File: config.mk
export PLATFORM = sky130hd
export DESIGN_NAME = stream_framer
export DESIGN_NICKNAME = d
export VERILOG_FILES = /design/src/rtl/stream_framer_pkg.sv /design/src/rtl/stream_word_classifier.sv /design/src/rtl/stream_framer.sv
export SDC_FILE = /design/constraint.sdc
export NUM_CORES = 1
export LEC_CHECK = 0
export CAP_MARGIN = 20
export CORE_ASPECT_RATIO = 1.4
export CORE_MARGIN = 2
export CORE_UTILIZATION = 45
export CTS_BUF_LIST = sky130_fd_sc_hd__clkbuf_4
export CTS_CLUSTER_DIAMETER = 120
export DETAILED_ROUTE_END_ITERATION = 8
export GPL_ROUTABILITY_DRIVEN = 0
export HOLD_SLACK_MARGIN = 0.05
export PLACE_DENSITY = 0.87
export SLEW_MARGIN = 20
export SYNTH_ARGS = -nofsm -noshare
export SYNTH_HDL_FRONTEND = slang
export SYNTH_HIERARCHICAL = 1
export SYNTH_SLANG_ARGS = --single-unit
File: constraint.sdc
create_clock -name clk -period 2.35 [get_ports clk]
set_input_delay 0.47 -clock clk [delete_from_list [all_inputs] [get_ports clk]]
set_output_delay 0.47 -clock clk [all_outputs]
set_load 0.02 [all_outputs]
File: src/rtl/stream_framer_pkg.sv
`default_nettype none
// ---------------------------------------------------------------------------
// stream_framer_pkg : shared state / word-class types for the stream framer
// Revision: 1.0
// ---------------------------------------------------------------------------
package stream_framer_pkg;

  localparam int LEN_WIDTH = 16;

  typedef enum logic [0:0] {
    HUNT    = 1'b0,
    PAYLOAD = 1'b1
  } state_t;

  typedef enum logic [1:0] {
    IDLE    = 2'd0,
    HDR     = 2'd1,
    HDR_BX0 = 2'd2,
    ERR     = 2'd3
  } word_class_t;

endpackage
`default_nettype wire

File: src/rtl/stream_word_classifier.sv
`default_nettype none
// ---------------------------------------------------------------------------
// stream_word_classifier : combinational idle / header match of one word
// Revision: 1.0
// ---------------------------------------------------------------------------
module stream_word_classifier
  import stream_framer_pkg::*;
#(
  parameter int DATA_WIDTH = 32
) (
  input  logic [DATA_WIDTH-1:0] data,
  input  logic [DATA_WIDTH-1:0] idle_word,
  input  logic [DATA_WIDTH-1:0] idle_word_bx0,
  input  logic [DATA_WIDTH-1:0] header_mask,
  input  logic [DATA_WIDTH-1:0] header,
  input  logic [DATA_WIDTH-1:0] header_bx0,
  output word_class_t           word_class
);

  // Idle beats a header match; the BX0 header beats the plain one.
  always_comb begin
    word_class = ERR;
    if (data == idle_word || data == idle_word_bx0)
      word_class = IDLE;
    else if ((data & header_mask) == (header_bx0 & header_mask))
      word_class = HDR_BX0;
    else if ((data & header_mask) == (header & header_mask))
      word_class = HDR;
  end

endmodule
`default_nettype wire

File: src/rtl/stream_framer.sv
`default_nettype none
// ---------------------------------------------------------------------------
// stream_framer : header hunt, fixed-length packet forwarding, status counters
// Revision: 1.0
// ---------------------------------------------------------------------------
module stream_framer
  import stream_framer_pkg::*;
#(
  parameter int DATA_WIDTH = 32,
  parameter int CNT_WIDTH  = 32
) (
  input  logic                  clk,
  input  logic                  resetn,
  input  logic [DATA_WIDTH-1:0] s_tdata,
  input  logic                  s_tvalid,
  output logic                  s_tready,
  output logic [DATA_WIDTH-1:0] m_tdata,
  output logic                  m_tvalid,
  input  logic                  m_tready,
  output logic                  m_tlast,
  output logic                  m_tuser,
  input  logic                  enable,
  input  logic [LEN_WIDTH-1:0]  packet_words,
  input  logic [DATA_WIDTH-1:0] idle_word,
  input  logic [DATA_WIDTH-1:0] idle_word_BX0,
  input  logic [DATA_WIDTH-1:0] header_mask,
  input  logic [DATA_WIDTH-1:0] header,
  input  logic [DATA_WIDTH-1:0] header_BX0,
  input  logic                  fc_linkReset,
  input  logic                  counter_clear,
  output logic [CNT_WIDTH-1:0]  packet_count,
  output logic [CNT_WIDTH-1:0]  idle_count,
  output logic [CNT_WIDTH-1:0]  error_count,
  output logic [CNT_WIDTH-1:0]  trunc_count
);

  state_t                r_state, w_state_nxt;
  logic [LEN_WIDTH-1:0]  r_remaining, w_remaining_nxt;
  logic [LEN_WIDTH-1:0]  w_len;
  word_class_t           w_class;
  logic                  w_accept;
  logic                  w_fwd, w_last, w_user;
  logic                  w_inc_pkt, w_inc_idle, w_inc_err, w_inc_trunc;

  stream_word_classifier #(.DATA_WIDTH(DATA_WIDTH)) u_classifier (
    .data          (s_tdata),
    .idle_word     (idle_word),
    .idle_word_bx0 (idle_word_BX0),
    .header_mask   (header_mask),
    .header        (header),
    .header_bx0    (header_BX0),
    .word_class    (w_class)
  );

  assign s_tready = resetn && (!m_tvalid || m_tready);
  assign w_accept = s_tvalid && s_tready;
  assign w_len    = (packet_words == '0) ? LEN_WIDTH'(1) : packet_words;

  always_ff @(posedge clk or negedge resetn) begin
    if (!resetn) begin
      r_state     <= HUNT;
      r_remaining <= '0;
    end else begin
      r_state     <= w_state_nxt;
      r_remaining <= w_remaining_nxt;
    end
  end

  always_comb begin
    w_state_nxt     = r_state;
    w_remaining_nxt = r_remaining;
    w_fwd           = 1'b0;
    w_last          = 1'b0;
    w_user          = 1'b0;
    w_inc_pkt       = 1'b0;
    w_inc_idle      = 1'b0;
    w_inc_err       = 1'b0;
    w_inc_trunc     = 1'b0;
    // Link reset and disable both abandon any open packet; the beat is dropped.
    if (fc_linkReset || !enable) begin
      w_state_nxt     = HUNT;
      w_remaining_nxt = '0;
      w_inc_trunc     = (r_state == PAYLOAD);
    end else if (w_accept) begin
      case (r_state)
        HUNT: begin
          case (w_class)
            IDLE: w_inc_idle = 1'b1;
            ERR:  w_inc_err  = 1'b1;
            default: begin
              w_fwd  = 1'b1;
              w_user = (w_class == HDR_BX0);
              if (w_len == LEN_WIDTH'(1)) begin
                w_last    = 1'b1;
                w_inc_pkt = 1'b1;
              end else begin
                w_state_nxt     = PAYLOAD;
                w_remaining_nxt = w_len - LEN_WIDTH'(1);
              end
            end
          endcase
        end
        PAYLOAD: begin
          w_fwd           = 1'b1;
          w_remaining_nxt = r_remaining - LEN_WIDTH'(1);
          if (r_remaining == LEN_WIDTH'(1)) begin
            w_last      = 1'b1;
            w_inc_pkt   = 1'b1;
            w_state_nxt = HUNT;
          end
        end
        default: w_state_nxt = HUNT;
      endcase
    end
  end

  always_ff @(posedge clk or negedge resetn) begin
    if (!resetn) begin
      m_tvalid <= 1'b0;
      m_tdata  <= '0;
      m_tlast  <= 1'b0;
      m_tuser  <= 1'b0;
    end else if (w_fwd) begin
      m_tvalid <= 1'b1;
      m_tdata  <= s_tdata;
      m_tlast  <= w_last;
      m_tuser  <= w_user;
    end else if (m_tready) begin
      m_tvalid <= 1'b0;
    end
  end

  always_ff @(posedge clk or negedge resetn) begin
    if (!resetn) begin
      packet_count <= '0;
      idle_count   <= '0;
      error_count  <= '0;
      trunc_count  <= '0;
    end else if (counter_clear) begin
      packet_count <= '0;
      idle_count   <= '0;
      error_count  <= '0;
      trunc_count  <= '0;
    end else begin
      if (w_inc_pkt)   packet_count <= packet_count + CNT_WIDTH'(1);
      if (w_inc_idle)  idle_count   <= idle_count   + CNT_WIDTH'(1);
      if (w_inc_err)   error_count  <= error_count  + CNT_WIDTH'(1);
      if (w_inc_trunc) trunc_count  <= trunc_count  + CNT_WIDTH'(1);
    end
  end

endmodule
`default_nettype wire
==> results_dict.tcl, run 1 <==
set metrics [dict create \
    drv_cap 0 \
    clock_latency_ns 0.62 \
    cp_data_required_time_ns 2.88 \
    viasPerCell 6.218 \
    worst_pin_slew_ns 1.075 \
    cts_max_level 4 \
    io_buffers 378 \
    hold_violations 0 \
    rsz0062_at_grt "true" \
    synthArstFlopShare_pct 100.0 \
    core_um2 24760 \
    min_path_type "input pin to register" \
    synthesis.area_um2 11350 \
    synth_top_cells_by_count "dfrtp_1 (180), nand2_1 (160), xor2_1 (149), a21oi_1 (85), nor2_1 (82)" \
    hold_ws_ns 0.2074 \
    ys.warnings.count 6 \
    status "finished with violations" \
    synth_area_leaders "dfrtp_1 (40%), xor2_1 (11%), nand2_1 (5.3%), a21oi_1 (3.7%), xnor2_1 (3.4%)" \
    io_pins 379 \
    avgSynthCellArea_um2 8.766 \
    grt_max_degree 129 \
    cp_max_fo 6 \
    clkSlewWorstSetupHoldPaths_ns 0.17 \
    synth-main-ff-cell "dfrtp_1" \
    timing.final.crit_period_ns 2.975 \
    first_global_vias 13830 \
    setup_ws_ns -0.6251 \
    drive_above_1_share_pct 30.75 \
    p_int_mw 4.201 \
    crit_path_start_kind "input pin" \
    skew_ns 0.03104 \
    path_class "input pin to register" \
    syn_inst 1295 \
    cts-root-buf "clkbuf_4" \
    p_per_area_nw_per_um2 309.0 \
    finalSetupViolations 148 \
    grtUsageTotal_pct 37.60 \
    antenna_found_initial 16 \
    die_w_um 138.2 \
    cts-buffers-inserted 17 \
    cp.arrival_ns 3.50 \
    fin_util_pct 78.21 \
    synth_top_area_cell "dfrtp_1" \
    ys_ff_latch 180 \
    fp-row-count 68 \
    timing.fmax_mhz 336.1 \
    combPwrFrac_pct 19.5 \
    routedWlPerCell_um 23.71 \
    violations "negative setup slack" \
    clock_sinks 180 \
    dp_hpwl_mm 36.61 \
    worstSetupEndpointType "register" \
    synth_top_area_share_pct 39.68 \
    slew_headroom_pct 28.17 \
    cts_tree "yes" \
    syn-num-nets 1521 \
    clkPwrFrac_pct 28.6 \
    ant_nets 0 \
    ys_seq_area_share_pct 39.68 \
    drt_iter0_markers 1224 \
    ir_drop_mv 0.2524 \
    synth_edf_count 0 \
    die_area_um2 26530 \
    synth.most_common_cell "dfrtp_1" \
    cts_buffer_depth 2 \
    ys_types 62 \
    nets 2087 \
    routed_wl_mm 52.16 \
    syn2layout_area_growth_pct 70.58 \
    firstDrtPassIters 6 \
    finalCritPeriodShare_pct 126.6 \
    overflow 0 \
    drv_slew 0 \
    p_seq_share_pct 51.9 \
    drc 0 \
    p_leak_nw 8.361 \
    fin_tns_setup_ns -65.20 \
    vias 13680 \
    power.switching_mw 1.783 \
    start_util_pct 45.85 \
    swShare_pct 29.80 \
    grt_pass1_wl_mm 77.15 \
    die_h_um 191.9 \
]
worst paths after layout:
kind                               endpoint  depth (start not counted)           start  slack [ns]
min in group asynchronous   packet_count[3]                          3          resetn        0.50
max                         error_count[14]                         16     s_tdata[22]       -0.63
min reg2reg                         m_tuser                          2         m_tuser        0.50
min                              m_tdata[1]                          4      s_tdata[1]        0.21
max reg2reg                packet_count[19]                          8  r_remaining[6]       -0.23
max in group asynchronous    error_count[0]                          4          resetn        0.65
repair_timing:
action / 4_1_cts / 5_1_grt
hold buffers: 1 / 0
endpoints found under the setup margin: 149 / 163
setup buffers: 57 / 20
pin swaps: 181 / 122
endpoints found under the hold margin: 77 / 0
gates resized for setup: 467 / 203
cloned: 12 / 0
cell families after synthesis:
group                      synth area share [%]
xor gates and xnor gates                  14.89
muxes                                   0.08818
DFF                                       39.68
buffers and inverters                     3.229
AOI/OAI and AO/OA                         13.44
and+or+nand+nor                           27.47
adders and majority gates                 1.212
registers in the layout, summed over array words and instances, names as in the netlist:
register,flops
r_remaining,16
m_tvalid,1
m_tdata,32
packet_count,32
error_count,32
m_tuser,1
m_tlast,1
idle_count,32
r_state,1
trunc_count,32
power groups by stage:
| stage | Clock (mW) | Combinational [mW] | Sequential (mW) |
|---|---|---|---|
| global route | 1.85 | 1.22 | 3.10 |
| floorplan | 0 | 0.285 | 3.16 |
| global placement | 0 | 1.07 | 3.16 |
| detailed placement | 0 | 1.09 | 3.16 |
| finish | 1.71 | 1.17 | 3.10 |
| CTS | 1.71 | 1.09 | 3.10 |
through the flow:
step	cells	power, mW	cell area [um2]	setup WS [ns]
6_report	2200	5.984	19360	-0.6251
2_1_floorplan	1295	3.447	11950	-0.6900
5_1_grt	2194	6.168	19350	-0.6881
3_5_place_dp	2086	4.245	17010	-1.882
3_3_place_gp	2086	4.228	17010	-1.755
4_1_cts	2184	5.904	18710	-0.5514
critical path: stages:
cell	delay, ns
buf_8	0.11
xor2_2	0.18
a22oi_1	0.19
nand4_1	0.21
or4_4	0.60
a21oi_4	0.19
buf_6	0.13
ha_4	0.11
nor2b_4	0.13
buf_4	0.11
nand4_1	0.08
buf_6	0.14
buf_12	0.14
nor4b_4	0.33
xnor2_2	0.14
nor2_1	0.24
cell type report:
cell class,count,area [um2]
diodes,12,30.03
clock buffers,19,142.6
clock inverters,12,108.9
fillers,1477,5394
inverters,28,105.1
multi-input cells,1025,8134
flip-flops and latches,180,4512
well taps,315,394.1
repair buffers,609,5938
layer usage:
metal | global-route usage, % | up-vias | wire length [um]
met5 | 0 | - | 48
met4 | 24.02 | 8 | 4027
li1 | - | 5867 | -
met2 | 65.82 | 974 | 26190
met3 | 9.000 | 267 | 4740
met1 | 40.97 | 6563 | 17160
placed cells by master (no fill, tap or decap), types with 10 or more instances in the layout:
cell type and count:
o21ai_0 24, nand2_4 34, nor4_1 17, a22oi_2 11, and2_1 10, and4_1 13, nor4_2 14, dlygate4sd2_1 67
clkdlybuf4s15_1 12, diode_2 12, inv_1 25, dfrtp_1 174, o31ai_1 18, nand3_1 58, xor2_1 128, nand2_2 50
nand2_1 76, a22oi_1 23, clkbuf_4 19, nor3_4 10, xnor2_1 37, nor3_1 20, clkdlybuf4s50_1 228, nand4_1 57
or3_1 28, or4_1 35, a21oi_1 75, buf_2 32, nor4_4 16, xor2_2 20, buf_4 141, o31ai_4 10
buf_12 21, nor2_1 75, dlymetal6s2s_1 24, buf_6 65
Note: power is estimated with default switching activity, not from simulation.
==> inputs of run 2 (changes only) <==
--- a/config.mk
+++ b/config.mk
@@ -15,8 +15,10 @@
 export GPL_ROUTABILITY_DRIVEN = 0
 export HOLD_SLACK_MARGIN = 0.05
 export PLACE_DENSITY = 0.87
+export SKIP_LAST_GASP = 1
 export SLEW_MARGIN = 20
 export SYNTH_ARGS = -nofsm -noshare
 export SYNTH_HDL_FRONTEND = slang
 export SYNTH_HIERARCHICAL = 1
 export SYNTH_SLANG_ARGS = --single-unit
+export TNS_END_PERCENT = 10
==> results_dict.tcl, run 2 (synthesis results as in run 1) <==
set metrics [dict create \
    drive_above_1_share_pct 20.49 \
    p_leak_nw 7.658 \
    nets 2053 \
    viasPerCell 6.226 \
    timing.fmax_mhz 321.6 \
    overflow 0 \
    io_pins 379 \
    routed_wl_mm 50.60 \
    hold_violations 0 \
    die_area_um2 26530 \
    p_per_area_nw_per_um2 344.2 \
    core_um2 24760 \
    timing.final.crit_period_ns 3.109 \
    firstDrtPassIters 8 \
    setup_ws_ns -0.7594 \
    grt_max_degree 129 \
    cts_max_level 4 \
    cp_max_fo 6 \
    dp_hpwl_mm 36.92 \
    drv_slew 0 \
    first_global_vias 13100 \
    vias 13490 \
    drt_iter0_markers 1343 \
    routedWlPerCell_um 23.36 \
    mostFrequentLayoutCells "clkdlybuf4s50_1 (209), dfrtp_1 (180), nand2_1 (160), buf_4 (148), xor2_1 (128)" \
    ant_nets 0 \
    clock_latency_ns 0.65 \
    slew_headroom_pct 37.34 \
    syn2layout_area_growth_pct 56.26 \
    die_w_um 138.2 \
    worst_pin_slew_ns 0.9400 \
    cp_data_required_time_ns 2.88 \
    crit_path_start_kind "input pin" \
    path_class "input pin to register" \
    placedCellCount 2095 \
    clock_sinks 180 \
    worstSetupEndpointType "register" \
    grt_pass1_wl_mm 72.39 \
    ir_drop_mv 0.2816 \
    cts-root-buf "clkbuf_4" \
    status "finished with violations" \
    clkSlewWorstSetupHoldPaths_ns 0.17 \
    cp.arrival_ns 3.64 \
    grtUsageTotal_pct 35.29 \
    start_util_pct 45.85 \
    violations "negative setup slack" \
    reg2reg_slack_ns -0.15 \
    fp-row-count 68 \
    drv_cap 0 \
    fin_tns_setup_ns -74.28 \
    stdcell_area_um2 17740 \
    rsz0062_at_grt "true" \
    layout_commonest_cell "clkdlybuf4s50_1" \
    cts_buffer_depth 2 \
    finalSetupViolations 151 \
    preCtsSetupSlack_ns -1.829 \
    drc 0 \
    io_buffers 378 \
    skew_ns 0.02301 \
    cts_tree "yes" \
    finalCritPeriodShare_pct 132.3 \
    cts-buffers-inserted 17 \
    place_area_um2 16670 \
    antenna_found_initial 11 \
    stdcell_count 2166 \
    min_path_type "input pin to register" \
    die_h_um 191.9 \
    n_fill_cell 1739 \
]
## run 2: area by class of cell
class | count | area, um2 | area share (%)
Clock inverter | 15 | 162.7 | 0.9170
Antenna cell | 11 | 27.53 | 0.1552
Multi-Input combinational cell | 1028 | 7028 | 39.62
Timing Repair Buffer | 572 | 5389 | 30.38
Clock buffer | 17 | 127.6 | 0.7195
Sequential cell | 180 | 4504 | 25.39
Inverter | 28 | 105.1 | 0.5925
Tap cell | 315 | 394.1 | 2.222
## run 2: through the flow
| stage | power [mW] | hold WS (ns) | utilization, % |
|---|---|---|---|
| floorplan | 3.441 | 0.1744 | - |
| global placement | 4.235 | 0.4532 | 67.33 |
| detailed placement | 4.247 | 0.4589 | 67.33 |
| CTS | 6.044 | 0.1248 | 69.51 |
| global route | 6.298 | 0.1511 | 71.63 |
| finish | 6.106 | 0.1636 | 71.64 |
## run 2: per-layer routing
| metal | share of wire (%) | GRT usage (%) | up-vias |
|---|---|---|---|
| li1 | - | - | 5818 |
| met1 | 33 | 37.98 | 6447 |
| met2 | 49 | 61.90 | 979 |
| met3 | 9.7 | 8.402 | 240 |
| met4 | 8.3 | 23.55 | 2 |
| met5 | 0.032 | 0 | - |
## run 2: timing repair
| item | 4_1_cts | 5_1_grt |
|---|---|---|
| pin swaps | 81 | 81 |
| hold endpoints to repair | 107 | 0 |
| gates resized for setup | 263 | 183 |
| endpoints found under the setup margin | 149 | 166 |
| cloned | 0 | 4 |
| hold buffers | 2 | 0 |
| buffers inserted | 14 | 12 |
## run 2: where the power goes
group	internal, mW	switching [mW]	leakage (nW)
clock network	0.493	1.33	0.154
registers	3.10	0.000881	2.52
logic	0.544	0.638	4.99
## run 2: path summary, 6_finish.rpt
| kind | startpoint | endpoint | cells after the start |
|---|---|---|---|
| min | s_tdata[26] | m_tdata[26] | 4 |
| max in group asynchronous | resetn | r_remaining[0] | 4 |
| min in group asynchronous | resetn | packet_count[13] | 3 |
| max reg2reg | r_state | packet_count[12] | 5 |
| max | idle_word_BX0[13] | idle_count[31] | 15 |
| min reg2reg | m_tdata[21] | m_tdata[21] | 2 |
## run 2: critical path, cell delays in order
cell and delay [ns]:
clkdlybuf4s50_1 0.42, xor2_1 0.16, nor4_1 0.43, nand4_1 0.32, o22ai_4 0.18, buf_6 0.14, a21oi_4 0.04, inv_2 0.06
ha_4 0.12, nor2b_4 0.18, a41oi_2 0.14, or3_4 0.40, buf_6 0.15, o31ai_1 0.32, a21oi_2 0.09
